--- config.mk ---
export PLATFORM = sky130hd
export DESIGN_NAME = clause_len_scan
export DESIGN_NICKNAME = d
export VERILOG_FILES = /design/src/rtl/clause_len_scan.sv
export SDC_FILE = /design/constraint.sdc
export NUM_CORES = 1
export LEC_CHECK = 0
export ABC_CLOCK_PERIOD_IN_PS = 3000
export BUFFER_PORTS_ARGS = -buffer_cell sky130_fd_sc_hd__buf_4
export CORE_AREA = 3 3 77 79
export DETAILED_ROUTE_END_ITERATION = 10
export DIE_AREA = 0 0 80 82
export GPL_TIMING_DRIVEN = 0
export PLACE_DENSITY_LB_ADDON = 0.12
export SKIP_LAST_GASP = 1
export SLEW_MARGIN = 10
export SYNTH_ARGS = -nofsm -noshare
export SYNTH_HDL_FRONTEND = slang
export SYNTH_SLANG_ARGS = --single-unit
--- constraint.sdc ---
create_clock -name clk -period 3 [get_ports clk]
set_input_delay 0.6 -clock clk [delete_from_list [all_inputs] [get_ports clk]]
set_output_delay 0.6 -clock clk [all_outputs]
set_load 0.02 [all_outputs]
--- src/rtl/clause_len_scan.sv ---
// Clause-length scan sequencer: streams a clause bin from RAM, writes per-clause literal counts, summarizes the bin.
// Optional CLEN_EARLY_ABORT_EN: stop the scan once an empty clause has been written.
module clause_len_scan #(
  parameter int NUM     = 8,
  parameter int LEN_W   = 4,
  parameter int CADDR_W = 6,
  parameter int CNT_W   = 7
) (
  input  logic               clk,
  input  logic               rst,
  input  logic               start_i,
  input  logic [CADDR_W:0]   num_clauses_i,
  output logic               busy_o,
  output logic               done_o,
  output logic               rd_en_o,
  output logic [CADDR_W-1:0] rd_addr_o,
  input  logic [NUM*2-1:0]   rd_data_i,
  output logic               len_wr_en_o,
  output logic [CADDR_W-1:0] len_wr_addr_o,
  output logic [LEN_W-1:0]   len_wr_data_o,
  output logic [CNT_W-1:0]   unit_cnt_o,
  output logic               empty_found_o,
  output logic [CADDR_W-1:0] first_empty_addr_o,
  output logic [LEN_W-1:0]   max_len_o
);

  // state | meaning
  // IDLE  | waiting for start_i
  // SCAN  | issuing one clause read per cycle
  // DRAIN | last read issued, waiting for the last length write
  // DONE  | one-cycle done pulse, summary valid
  typedef enum logic [1:0] {S_IDLE, S_SCAN, S_DRAIN, S_DONE} state_t;

  state_t state_q, state_d;

  logic [CADDR_W-1:0] rd_addr_q;
  logic [CADDR_W:0]   rem_q;
  logic               p1_valid_q;
  logic               p1_last_q;
  logic [CADDR_W-1:0] p1_addr_q;
  logic               wr_last_q;
  logic [LEN_W-1:0]   row_len;
  logic               start_acc;
  logic               rd_last;
  logic               abort;

  assign start_acc = (state_q == S_IDLE) && start_i;
  assign rd_last   = (rem_q == '0);

`ifdef CLEN_EARLY_ABORT_EN
  // The write of an empty clause kills everything behind it in the pipe.
  assign abort = len_wr_en_o && (len_wr_data_o == '0);
`else
  assign abort = 1'b0;
`endif

  assign rd_en_o   = (state_q == S_SCAN) && !abort;
  assign rd_addr_o = rd_addr_q;
  assign busy_o    = (state_q == S_SCAN) || (state_q == S_DRAIN);
  assign done_o    = (state_q == S_DONE);

  always_comb begin
    row_len = '0;
    for (int i = 0; i < NUM; i++) begin
      row_len = row_len + LEN_W'(|rd_data_i[2*i +: 2]);
    end
  end

  always_ff @(posedge clk or posedge rst) begin
    if (rst) state_q <= S_IDLE;
    else     state_q <= state_d;
  end

  always_comb begin
    state_d = state_q;
    case (state_q)
      S_IDLE: begin
        if (start_i) state_d = (num_clauses_i == '0) ? S_DONE : S_SCAN;
      end
      S_SCAN: begin
        if (abort)        state_d = S_DONE;
        else if (rd_last) state_d = S_DRAIN;
      end
      S_DRAIN: begin
        if (abort || (len_wr_en_o && wr_last_q)) state_d = S_DONE;
      end
      S_DONE:  state_d = S_IDLE;
      default: state_d = S_IDLE;
    endcase
  end

  // Read address up-counter plus remaining-reads down-counter; terminal count ends SCAN.
  always_ff @(posedge clk or posedge rst) begin
    if (rst) begin
      rd_addr_q <= '0;
      rem_q     <= '0;
    end else if (start_acc) begin
      rd_addr_q <= '0;
      rem_q     <= num_clauses_i - (CADDR_W+1)'(1);
    end else if (rd_en_o) begin
      rd_addr_q <= rd_addr_q + CADDR_W'(1);
      rem_q     <= rem_q - (CADDR_W+1)'(1);
    end
  end

  always_ff @(posedge clk or posedge rst) begin
    if (rst) begin
      p1_valid_q    <= 1'b0;
      p1_last_q     <= 1'b0;
      p1_addr_q     <= '0;
      len_wr_en_o   <= 1'b0;
      len_wr_addr_o <= '0;
      len_wr_data_o <= '0;
      wr_last_q     <= 1'b0;
    end else begin
      p1_valid_q  <= rd_en_o;
      p1_last_q   <= rd_en_o && rd_last;
      p1_addr_q   <= rd_addr_q;
      len_wr_en_o <= p1_valid_q && !abort;
      wr_last_q   <= p1_valid_q && p1_last_q && !abort;
      if (p1_valid_q) begin
        len_wr_addr_o <= p1_addr_q;
        len_wr_data_o <= row_len;
      end
    end
  end

  always_ff @(posedge clk or posedge rst) begin
    if (rst) begin
      unit_cnt_o         <= '0;
      empty_found_o      <= 1'b0;
      first_empty_addr_o <= '0;
      max_len_o          <= '0;
    end else if (start_acc) begin
      unit_cnt_o         <= '0;
      empty_found_o      <= 1'b0;
      first_empty_addr_o <= '0;
      max_len_o          <= '0;
    end else if (len_wr_en_o) begin
      if ((len_wr_data_o == LEN_W'(1)) && (unit_cnt_o != '1))
        unit_cnt_o <= unit_cnt_o + CNT_W'(1);
      if (len_wr_data_o == '0) begin
        empty_found_o <= 1'b1;
        if (!empty_found_o) first_empty_addr_o <= len_wr_addr_o;
      end
      if (len_wr_data_o > max_len_o) max_len_o <= len_wr_data_o;
    end
  end

endmodule
# After elaboration in Yosys (flattened, before gate mapping)
# Cells that the tools add are included.
# word_totals
regBits,53
latchBits,0
ram_bits,0
romBits,0
in_bits,26
mem_count,0
# classes
n_addsub,11
n_mul,0
n_div,0
magnitude_cmp,1
eq_ne,9
shifts,0
mux,22
n_bitwise,0
reduce_logical,28
# ops
operator,n
$mux 6,6
$mux 7,5
$add 4x1->4,4
$reduce_or 2->1,8
$logic_not 7->1,2
$sub 7x1->7 const B,2
$mux 4,3
$reduce_bool 2->1,5
$mux 2,4
$pmux 2 s4,1
$add 7x1->7 const B,1
$ne 7x7->1 const B,1
$add 6x1->6 const B,1
$ne 2x1->1 const B,3
$reduce_and 2->1,3
$reduce_and 3->1,2
$logic_and 1x1->1,5
$add 3x1->4,1
$eq 2x2->1 const B,2
$eq 4x1->1 const B,1
$gt 4x4->1,1
$logic_not 4->1,1
$add 2x1->3,1
$mux 1,3
5 further kinds,5

# Longest topological paths before layout
# Gate-level depths: netlist of run 1.
# depth
word_depth,8
depth_mapped,11
mapped_depth_nobuf,10

# Worst setup path before layout of run 1
# OpenSTA, ideal clock, no wires.
# synth_timing
path_kind,input to register
from,input rd_data_i[3]
to,register len_wr_data_o[2]
setup_ps,125
arrival_ps,3155
t_required_ps,2875
path_slack_ps,-279
stages,10
path_cell_list,nor2_1 fa_1 fa_1 fa_1 inv_1 ha_1 inv_1 fa_1 xnor2_1 mux2_2
# synth_via
elab_chain_len,8
# synth_rtl
item,line_no,source
from (decl),17,"input logic [NUM*2-1:0] rd_data_i,"
$reduce_or 2->1,65,row_len = row_len + LEN_W'(|rd_data_i[2*i +: 2]);
$add 1x1->2,65,
$add 2x1->3,65,
$add 3x1->4,65,
$add 4x1->4 (4 in series),65,
to (signal assigned),123,len_wr_data_o <= row_len;
to (decl),20,"output logic [LEN_W-1:0] len_wr_data_o,"
# No other way between the ends.
# A chain may end at the register's enable or synchronous reset.

# Final worst setup path of run 1
# layout_timing
from,input rd_data_i[7]
to,register len_wr_data_o[2]
# layout_via
elab_chain_len,6
# layout_rtl
item,line_no
$reduce_or 2->1,65
$add 3x1->4,65
$add 4x1->4 (4 in series),65
# No other way between the ends.

==> flow_summary.ini, run 1 <==
[timing]
finalHoldViolCount = 0
period_needed_ns = 3.004
rsz0062_at_grt = yes
fin_ws_ns = -0.004162
relSlewSlack_pct = 59.72
tightest_slew_ns = 0.6042
hold_ws_ns = 0.2937
setup_viol = 1
clock.fmax_mhz = 332.9
fin_tns_setup_ns = -0.004162
skew_ns = 0.002786
slew_viol_final = 0
post-route-period-util_pct = 100.1

[global_routing]
busiest_layer = met2
grt_use_met2_pct = 27.73
antenna_found_initial = 0
grt_max_degree = 36
grtUsageMet3_pct = 4.167
met1_usage_pct = 23.53
grt_pass1_vias = 1849
overflow = 0
grt_usage_pct = 17.39
grt_pass1_wl_um = 8832

[final_layout]
nets = 364
finalCoreUtilization_pct = 61.74
area_delta_synth_final_pct = 26.16
final_area_um2 = 3337
antenna_cells = 0
final_cells = 392
drive_above_1_share_pct = 28.44
final_common_cell = buf_4
layout_common_cells = buf_4, dfrtp_1, nor2_1

[synthesis]
syn_area_um2 = 2645
synth_edf_count = 0
ys_warn_count = 0
syn_inst = 248
synth_area_per_cell_um2 = 10.67
synth_seq_area_share_pct = 50.14
synth_seq_cells = 53
ys_types = 38
ys_dominant_reg_cell = dfrtp_1
synthesis.nets = 293
async_flop_share_pct = 100.0

[routing]
ant_nets = 0
drt_iter0_drc = 101
vias = 1958
drt_wl_total_um = 5351
drt-pass1-iter-count = 4
drc = 0
wire_per_inst_um = 13.65
vias_per_cell = 4.995

[die]
num_rows = 27
io_pins = 64
dieHeight_um = 82
core_area_um2 = 5405
initial_core_util_pct = 48.94
fp.dieArea_um2 = 6560
die_width_um = 80

[clocking]
hold_buffers = 0
cts_tree = yes
clock_sinks = 53
htree_levels = 2
cts.path.max_buffers = 2
cts_root_buf = clkbuf_8
clkTransAtPathRegs_ns = 0.09
clock_latency_ns = 0.30
cts_inserted_buffers = 5
cts_setup_buffers = 0

[critical_path]
critical_path_class = in -> reg
startpoint_type = input pin
crit_start = rd_data_i[7]
cp_data_arrival_time_ns = 3.20
reg2reg_depth = 11
endpoint_kind = flip-flop
path_max_fanout = 2
r2r-start = state_q[0]
crit_required_ns = 3.19
r2r_slack_ns = 0.59
r2r_end = rem_q[4]

[placement]
pre_cts_ws_ns = -0.3339
dp.cells = 384
portBuffers = 63
dp_hpwl_um = 4101
placed_area_um2 = 3251
place_congestion = 0.8076

[pwr]
p_leak_nw = 1.447
irDropWorstVdd_mv = 0.2782
p_total_mw = 1.225
p_per_area_nw_per_um2 = 367.2

[outcome]
outcome = finished, violations left
violations = negative setup slack

[worst_hold_path]
hold_class = in -> async

[flow_run]
drv_cap = 0
-- power breakdown --
group / switching [mW] / total, mW / internal, mW
Combinational: 0.0569 / 0.114 / 0.0573
Sequential: 0 / 0.714 / 0.714
Clock: 0.230 / 0.397 / 0.167
Total: 0.287 / 1.23 / 0.938
-- worst max-delay path, cell delays in order --
cell and delay (ns):
buf_4 0.12, nor2_4 0.10, fa_1 0.44, fa_1 0.52, fa_1 0.41, inv_1 0.07, ha_2 0.17, inv_1 0.05
fa_2 0.33, xnor2_1 0.13, mux2_2 0.26
-- what timing repair did --
action | 4_1_cts | 5_1_grt
setup endpoints to repair | 1 | 1
endpoints found under the hold margin | 0 | 0
pin swaps | 0 | 0
gates resized for setup | 0 | 0
-- cell families (layout without fill, tap and decap cells) --
| kind of cell | Yosys count | after routing | synth area share, % |
|---|---|---|---|
| AO/OA/AOI/OAI | 30 | 30 | 6.812 |
| XOR/XNOR | 20 | 20 | 6.623 |
| adder cells (fa/ha/maj) | 19 | 19 | 10.12 |
| buffers and inverters | 23 | 95 | 3.264 |
| flip-flops | 53 | 53 | 50.14 |
| multiplexers | 21 | 21 | 8.278 |
| AND/OR/NAND/NOR | 82 | 82 | 14.76 |
-- registers in the layout (all words and copies together), names as in the netlist --
| register | flops |
|---|---|
| first_empty_addr_o | 6 |
| rd_addr_o | 6 |
| max_len_o | 4 |
| len_wr_addr_o | 6 |
| rem_q | 7 |
| p1_last_q | 1 |
| p1_addr_q | 6 |
| len_wr_en_o | 1 |
| state_q | 2 |
| empty_found_o | 1 |
| p1_valid_q | 1 |
| unit_cnt_o | 7 |
| wr_last_q | 1 |
| len_wr_data_o | 4 |
-- routing by layer --
metal | share of wire, % | wire length, um
met1 | 46 | 2442
met2 | 47 | 2520
met3 | 6.5 | 349
met4 | 0.73 | 39
met5 | 0 | 0
-- Yosys cell counts (2+ instances only) --
| library cell | number | share of area, % |
|---|---|---|
| mux2i_1 | 14 | 5.3 |
| nand2_1 | 16 | 2.3 |
| xor2_1 | 13 | 4.3 |
| ha_1 | 15 | 7.1 |
| xnor2_1 | 7 | 2.3 |
| or3_1 | 2 | 0.47 |
| nand4_1 | 5 | 1.2 |
| inv_1 | 17 | 2.4 |
| mux2_2 | 7 | 3.0 |
| a21oi_1 | 14 | 2.6 |
| a31oi_1 | 2 | 0.47 |
| o21ai_0 | 6 | 1.1 |
| nor2b_1 | 2 | 0.47 |
| clkbuf_1 | 6 | 0.85 |
| nor2_1 | 40 | 5.7 |
| fa_1 | 4 | 3.0 |
| nor3_1 | 5 | 0.95 |
| dfrtp_1 | 53 | 50 |
-- how the worst max path moves through the flow --
stage                        to  slack [ns]  cells after the start
6_report       len_wr_data_o[2]      -0.004                     11
5_1_grt        len_wr_data_o[2]       -0.07                     11
4_1_cts        len_wr_data_o[2]      -0.009                     11
3_5_place_dp   len_wr_data_o[2]       -0.33                     11
3_3_place_gp   len_wr_data_o[2]       -0.32                     11
2_1_floorplan  len_wr_data_o[2]       -0.09                     10
-- layout make-up --
| type | instances | area, um^2 |
|---|---|---|
| Multi-Input combinational cell | 172 | 1255 |
| Buffer | 6 | 22.52 |
| Inverter | 17 | 63.81 |
| Tap cell | 72 | 90.09 |
| Clock inverter | 2 | 13.76 |
| Clock buffer | 6 | 72.57 |
| Timing Repair Buffer | 64 | 493.0 |
| Sequential cell | 53 | 1326 |
| Fill cell | 494 | 2068 |
(Power assumes the default switching activity.)
==> run 2: changes to the inputs <==
--- a/config.mk
+++ b/config.mk
@@ -12,6 +12,7 @@
 export DIE_AREA = 0 0 80 82
 export GPL_TIMING_DRIVEN = 0
 export PLACE_DENSITY_LB_ADDON = 0.12
+export RECOVER_POWER = 100
 export SKIP_LAST_GASP = 1
 export SLEW_MARGIN = 10
 export SYNTH_ARGS = -nofsm -noshare
==> run 2 against run 1 <==
  * The run ends with max-capacitance violations, max-slew violations, negative setup slack left
  * Wire length rose by 0.11%
  * Via count rose by 0.41%
  * Sequential cell count did not move
  * Critical path depth did not move
  * Combinational power barely moved
  * Clock-buffer cell count did not move
  * Global-route usage did not move
  * First-iteration DRC count fell by 14%
  * Fmax rose by 0.14%
  * Setup slack improved by 0.0041 ns
  * Critical path type unchanged
  * Critical endpoint unchanged
  * Largest cell class unchanged
==> flow_summary.ini, run 2 (synthesis results as in run 1) <==
[pwr]
power.share.switching_pct = 23.48
irDropWorstVdd_mv = 0.2799
p_leak_nw = 1.312
p_per_area_nw_per_um2 = 384.6
combPwrFrac_pct = 9.1
p_int_mw = 0.9353
switchingPower_mw = 0.2870
seq_power_share_pct = 58.4
power_frac_clock_pct = 32.5

[timing]
post-route-period-util_pct = 100.0
clock.fmax_mhz = 333.3
tightest_slew_ns = 1.754
slew_viol_final = 36
fin_ws_ns = -0.00009437
skew_ns = 0.002007
period_needed_ns = 3.000
finalHoldViolCount = 0
hold_ws_ns = 0.4140
setup_viol = 1
relSlewSlack_pct = -16.95
rsz0062_at_grt = yes

[final_layout]
top_regs = rem_q (7), unit_cnt_o (7)
antenna_cells = 0
drive_above_1_share_pct = 15.94
regArea_um2 = 1326
layout_common_cells = dfrtp_1, clkbuf_1, nor2_1
fillers = 530
nets = 364
finalCoreUtilization_pct = 58.80
area_delta_synth_final_pct = 20.15
final_common_cell = dfrtp_1
multi_input_area_um2 = 1255

[die]
die_width_um = 80
fp.dieArea_um2 = 6560
io_pins = 64
num_rows = 27
dieHeight_um = 82
initial_core_util_pct = 48.94
core_area_um2 = 5405

[outcome]
violations = max-capacitance violations, max-slew violations, negative setup slack
outcome = finished, violations left

[critical_path]
endpoint_kind = flip-flop
crit_buf_inv = 3
slowest_delay_ns = 0.52
startpoint_type = input pin
crit_required_ns = 3.19
path_delay_family = adder cells
slowest_stage = fa_1
cp_data_arrival_time_ns = 3.19
path_common_cell = fa_1
path_max_fanout = 2
critical_path_class = in -> reg
crit_path_cell_trace = buf_4 > nor2_4 > fa_1 > fa_1 > fa_1 > inv_1 > ha_2 > inv_1 > fa_2 > xnor2_1 > mux2_2

[routing]
drt-pass1-iter-count = 6
vias_per_cell = 5.015
vias = 1966
drt_iter0_drc = 87
ant_nets = 0
wire_per_inst_um = 13.67
drc = 0
drt_wl_total_um = 5357

[global_routing]
grt_max_degree = 36
antenna_found_initial = 0
overflow = 0
grt_pass1_vias = 1849
grt_usage_pct = 17.39
grt_pass1_wl_um = 8832

[clocking]
hold_buffers = 0
clock_sinks = 53
clock_latency_ns = 0.30
htree_levels = 2
cts.path.max_buffers = 2
cts_root_buf = clkbuf_8
clkTransAtPathRegs_ns = 0.09
cts_tree = yes
cts_inserted_buffers = 5

[worst_hold_path]
hold_class = in -> async

[placement]
portBuffers = 63
pre_cts_ws_ns = -0.3339
place_congestion = 0.8076
dp_hpwl_um = 4101

[flow_run]
drv_cap = 1
-- run 2: stage by stage --
step                   TNS (ns)  power [mW]  cells  cell area (um^2)
finish              -0.00009437       1.222    392              3178
global route           -0.07144       1.282    392              3178
CTS                   -0.008952       1.242    392              3337
detailed placement      -0.5546      0.8452    384              3251
global placement        -0.5152      0.8400    383              3231
floorplan              -0.09245      0.7921    248              2668
-- run 2: final cells by class --
cell class | instances | share of cell area, %
inverters | 17 | 2.008
clock inverters | 2 | 0.4331
repair buffers | 64 | 10.51
multi-input cells | 172 | 39.49
clock buffers | 6 | 2.283
plain buffers | 6 | 0.7087
flip-flops and latches | 53 | 41.73
well taps | 72 | 2.835
-- run 2: final timing paths --
path / end / start / slack [ns] / cells after the start
max in group asynchronous: len_wr_addr_o[0] / rst / 0.52 / 3
worst max-delay path: len_wr_data_o[2] / rd_data_i[7] / -0.00009 / 11
worst min-delay path: state_q[1] / rst / 0.41 / 2
worst min register to register: p1_addr_q[5] / rd_addr_o[5] / 0.45 / 0
worst max register to register: rem_q[4] / state_q[0] / 0.58 / 11
min in group clk: p1_addr_q[5] / rd_addr_o[5] / 0.45 / 0
-- run 2: metal layers --
metal | GRT usage [%] | up-vias | share of wire [%]
li1 | - | 978 | -
met1 | 23.53 | 932 | 46
met2 | 27.73 | 54 | 47
met3 | 4.167 | 2 | 6.6
met4 | 5.574 | 0 | 0.73
met5 | 0 | - | 0
-- run 2: timing repair --
item                                    4_1_cts  5_1_grt
resized for setup                             0        0
endpoints found under the setup margin        1        1
buffers inserted                              0        0
-- run 2: worst register-to-register path, cell delays in order, from the launching register on --
cell	delay [ns]
dfrtp_1	0.42
inv_1	0.12
ha_1	0.28
and2_2	0.17
clkbuf_1	0.22
mux2i_1	0.22
ha_1	0.26
nand2_1	0.13
nor3_1	0.20
xor2_1	0.16
nor2_1	0.05
a21oi_1	0.12
-- run 2: power groups by stage --
stage / sequential, mW / combinational, mW / clock, mW
finish: 0.714 / 0.111 / 0.398
global route: 0.714 / 0.127 / 0.441
CTS: 0.714 / 0.118 / 0.410
detailed placement: 0.728 / 0.117 / 0
global placement: 0.728 / 0.112 / 0
floorplan: 0.728 / 0.0642 / 0
==> run 3: changes to the inputs <==
--- a/config.mk
+++ b/config.mk
@@ -7,12 +7,11 @@
 export LEC_CHECK = 0
 export ABC_CLOCK_PERIOD_IN_PS = 3000
 export BUFFER_PORTS_ARGS = -buffer_cell sky130_fd_sc_hd__buf_4
-export CORE_AREA = 3 3 77 79
+export CORE_AREA = 3 3 86 68
 export DETAILED_ROUTE_END_ITERATION = 10
-export DIE_AREA = 0 0 80 82
+export DIE_AREA = 0 0 89 71
 export GPL_TIMING_DRIVEN = 0
 export PLACE_DENSITY_LB_ADDON = 0.12
-export RECOVER_POWER = 100
 export SKIP_LAST_GASP = 1
 export SLEW_MARGIN = 10
 export SYNTH_ARGS = -nofsm -noshare
==> run 3 against run 2 <==
  * The run now ends clean
  * Wire length fell by 0.80%
  * Power rose by 2.2%
  * Combinational power barely moved
  * Setup slack improved by 0.045 ns
  * Utilization rose by 5.9 points
  * Critical path depth did not move
  * Clock power rose by 6.5%
  * Critical path type unchanged
  * Critical endpoint unchanged
  * Highest routed layer unchanged
==> flow_summary.ini, run 3 (synthesis results as in run 1) <==
[routing]
wire_per_inst_um = 13.91
drt_wl_total_um = 5314
drc = 0
drt-pass1-iter-count = 4
ant_nets = 0
vias_per_cell = 5.134
vias = 1961
drt_iter0_drc = 66

[timing]
rsz0062_at_grt = yes
tightest_slew_ns = 0.5555
setup_viol = 0
finalHoldViolCount = 0
clock.fmax_mhz = 338.4
post-route-period-util_pct = 98.51
relSlewSlack_pct = 62.97
slew_viol_final = 0
skew_ns = 0.007659
hold_ws_ns = 0.2592
fin_ws_ns = 0.04464
period_needed_ns = 2.955
fin_tns_setup_ns = 0

[global_routing]
antenna_found_initial = 0
overflow = 0
grt_max_degree = 38
grt_pass1_vias = 1882
grt_pass1_wl_um = 9011
grt_usage_pct = 18.33

[placement]
pre_cts_ws_ns = -0.3065
place_congestion = 0.8236
portBuffers = 63
dp_hpwl_um = 4104

[worst_hold_path]
hold_class = in -> async

[pwr]
p_int_mw = 0.9413
p_leak_nw = 1.446
power_frac_clock_pct = 33.9
seq_power_share_pct = 57.1
irDropWorstVdd_mv = 0.3395
switchingPower_mw = 0.3082
p_per_area_nw_per_um2 = 375.0
combPwrFrac_pct = 8.9
power.share.switching_pct = 24.67

[critical_path]
endpoint_kind = flip-flop
path_delay_family = adder cells
crit_buf_inv = 3
cp_data_arrival_time_ns = 3.16
crit_required_ns = 3.20
path_max_fanout = 2
startpoint_type = input pin
slowest_delay_ns = 0.51
r2r-start = state_q[0]
critical_path_class = in -> reg
reg2reg_depth = 11
crit_path_cell_trace = buf_4 > nor2_2 > fa_1 > fa_1 > fa_1 > inv_1 > ha_2 > inv_1 > fa_2 > xnor2_1 > mux2_2
r2r_end = rem_q[4]
r2r_slack_ns = 0.53
slowest_stage = fa_1
path_common_cell = fa_1

[die]
fp.dieArea_um2 = 6319
io_pins = 64
num_rows = 23
core_area_um2 = 5151
initial_core_util_pct = 51.35
dieHeight_um = 71
die_width_um = 89

[outcome]
outcome = finished, final reports clean

[clocking]
htree_levels = 2
cts_inserted_buffers = 5
clock_latency_ns = 0.31
clock_sinks = 53
cts.path.max_buffers = 2
hold_buffers = 0
cts_root_buf = clkbuf_8
cts_setup_buffers = 0
cts-resized-gates = 0
cts_tree = yes
clkTransAtPathRegs_ns = 0.10

[final_layout]
antenna_cells = 0
final_common_cell = buf_4
area_delta_synth_final_pct = 25.97
drive_above_1_share_pct = 28.75
top_regs = rem_q (7), unit_cnt_o (7)
nets = 364
layout_common_cells = buf_4, dfrtp_1, nor2_1

[flow_run]
drv_cap = 0
run 3: how the worst max path moves through the flow:
stage	slack, ns	start	depth (start not counted)	endpoint
final	0.04	rd_data_i[3]	11	len_wr_data_o[2]
after global routing	-0.07	rd_data_i[7]	11	len_wr_data_o[2]
after CTS	0.03	rd_data_i[3]	11	len_wr_data_o[2]
after detailed placement	-0.31	rd_data_i[3]	11	len_wr_data_o[2]
after global placement	-0.28	rd_data_i[7]	11	len_wr_data_o[2]
after floorplan	-0.09	rd_data_i[3]	10	len_wr_data_o[2]
run 3: routing by layer:
metal	share of wire (%)	track usage [%]	up-vias
li1	-	-	973
met4	1.5	5.124	0
met2	46	27.92	40
met3	4.4	3.842	9
met5	0	0	-
met1	48	26.64	939
run 3: worst reg2reg max path, cell delays in order (launching register included):
cell	delay [ns]
dfrtp_1	0.43
inv_1	0.12
ha_1	0.28
and2_2	0.17
clkbuf_1	0.21
mux2i_1	0.22
ha_1	0.26
nand2_1	0.14
nor3_1	0.22
xor2_1	0.16
nor2_1	0.06
a21oi_1	0.13
run 3: power by group through the flow:
stage               clock, mW  sequential, mW  combinational, mW
floorplan                   0           0.728             0.0642
global placement            0           0.728              0.107
detailed placement          0           0.728              0.113
CTS                     0.433           0.714              0.114
global route            0.457           0.714              0.129
finish                  0.424           0.714              0.112
run 3: through the flow:
step | power [mW] | utilization (%) | instances | instance area, um^2
6_report | 1.249 | 64.68 | 382 | 3332
5_1_grt | 1.300 | 64.68 | 382 | 3332
4_1_cts | 1.261 | 64.68 | 382 | 3332
3_5_place_dp | 0.8411 | 62.86 | 374 | 3238
3_3_place_gp | 0.8349 | 62.47 | 373 | 3218
2_1_floorplan | 0.7921 | - | 248 | 2668
run 3: cell type report:
| class | count | area [um^2] |
|---|---|---|
| fillers | 449 | 1819 |
| well taps | 62 | 77.57 |
| inverters | 17 | 63.81 |
| clock buffers | 5 | 68.82 |
| clock inverters | 3 | 25.02 |
| repair buffers | 64 | 493.0 |
| plain buffers | 6 | 22.52 |
| multi-input cells | 172 | 1255 |
| flip-flops and latches | 53 | 1326 |
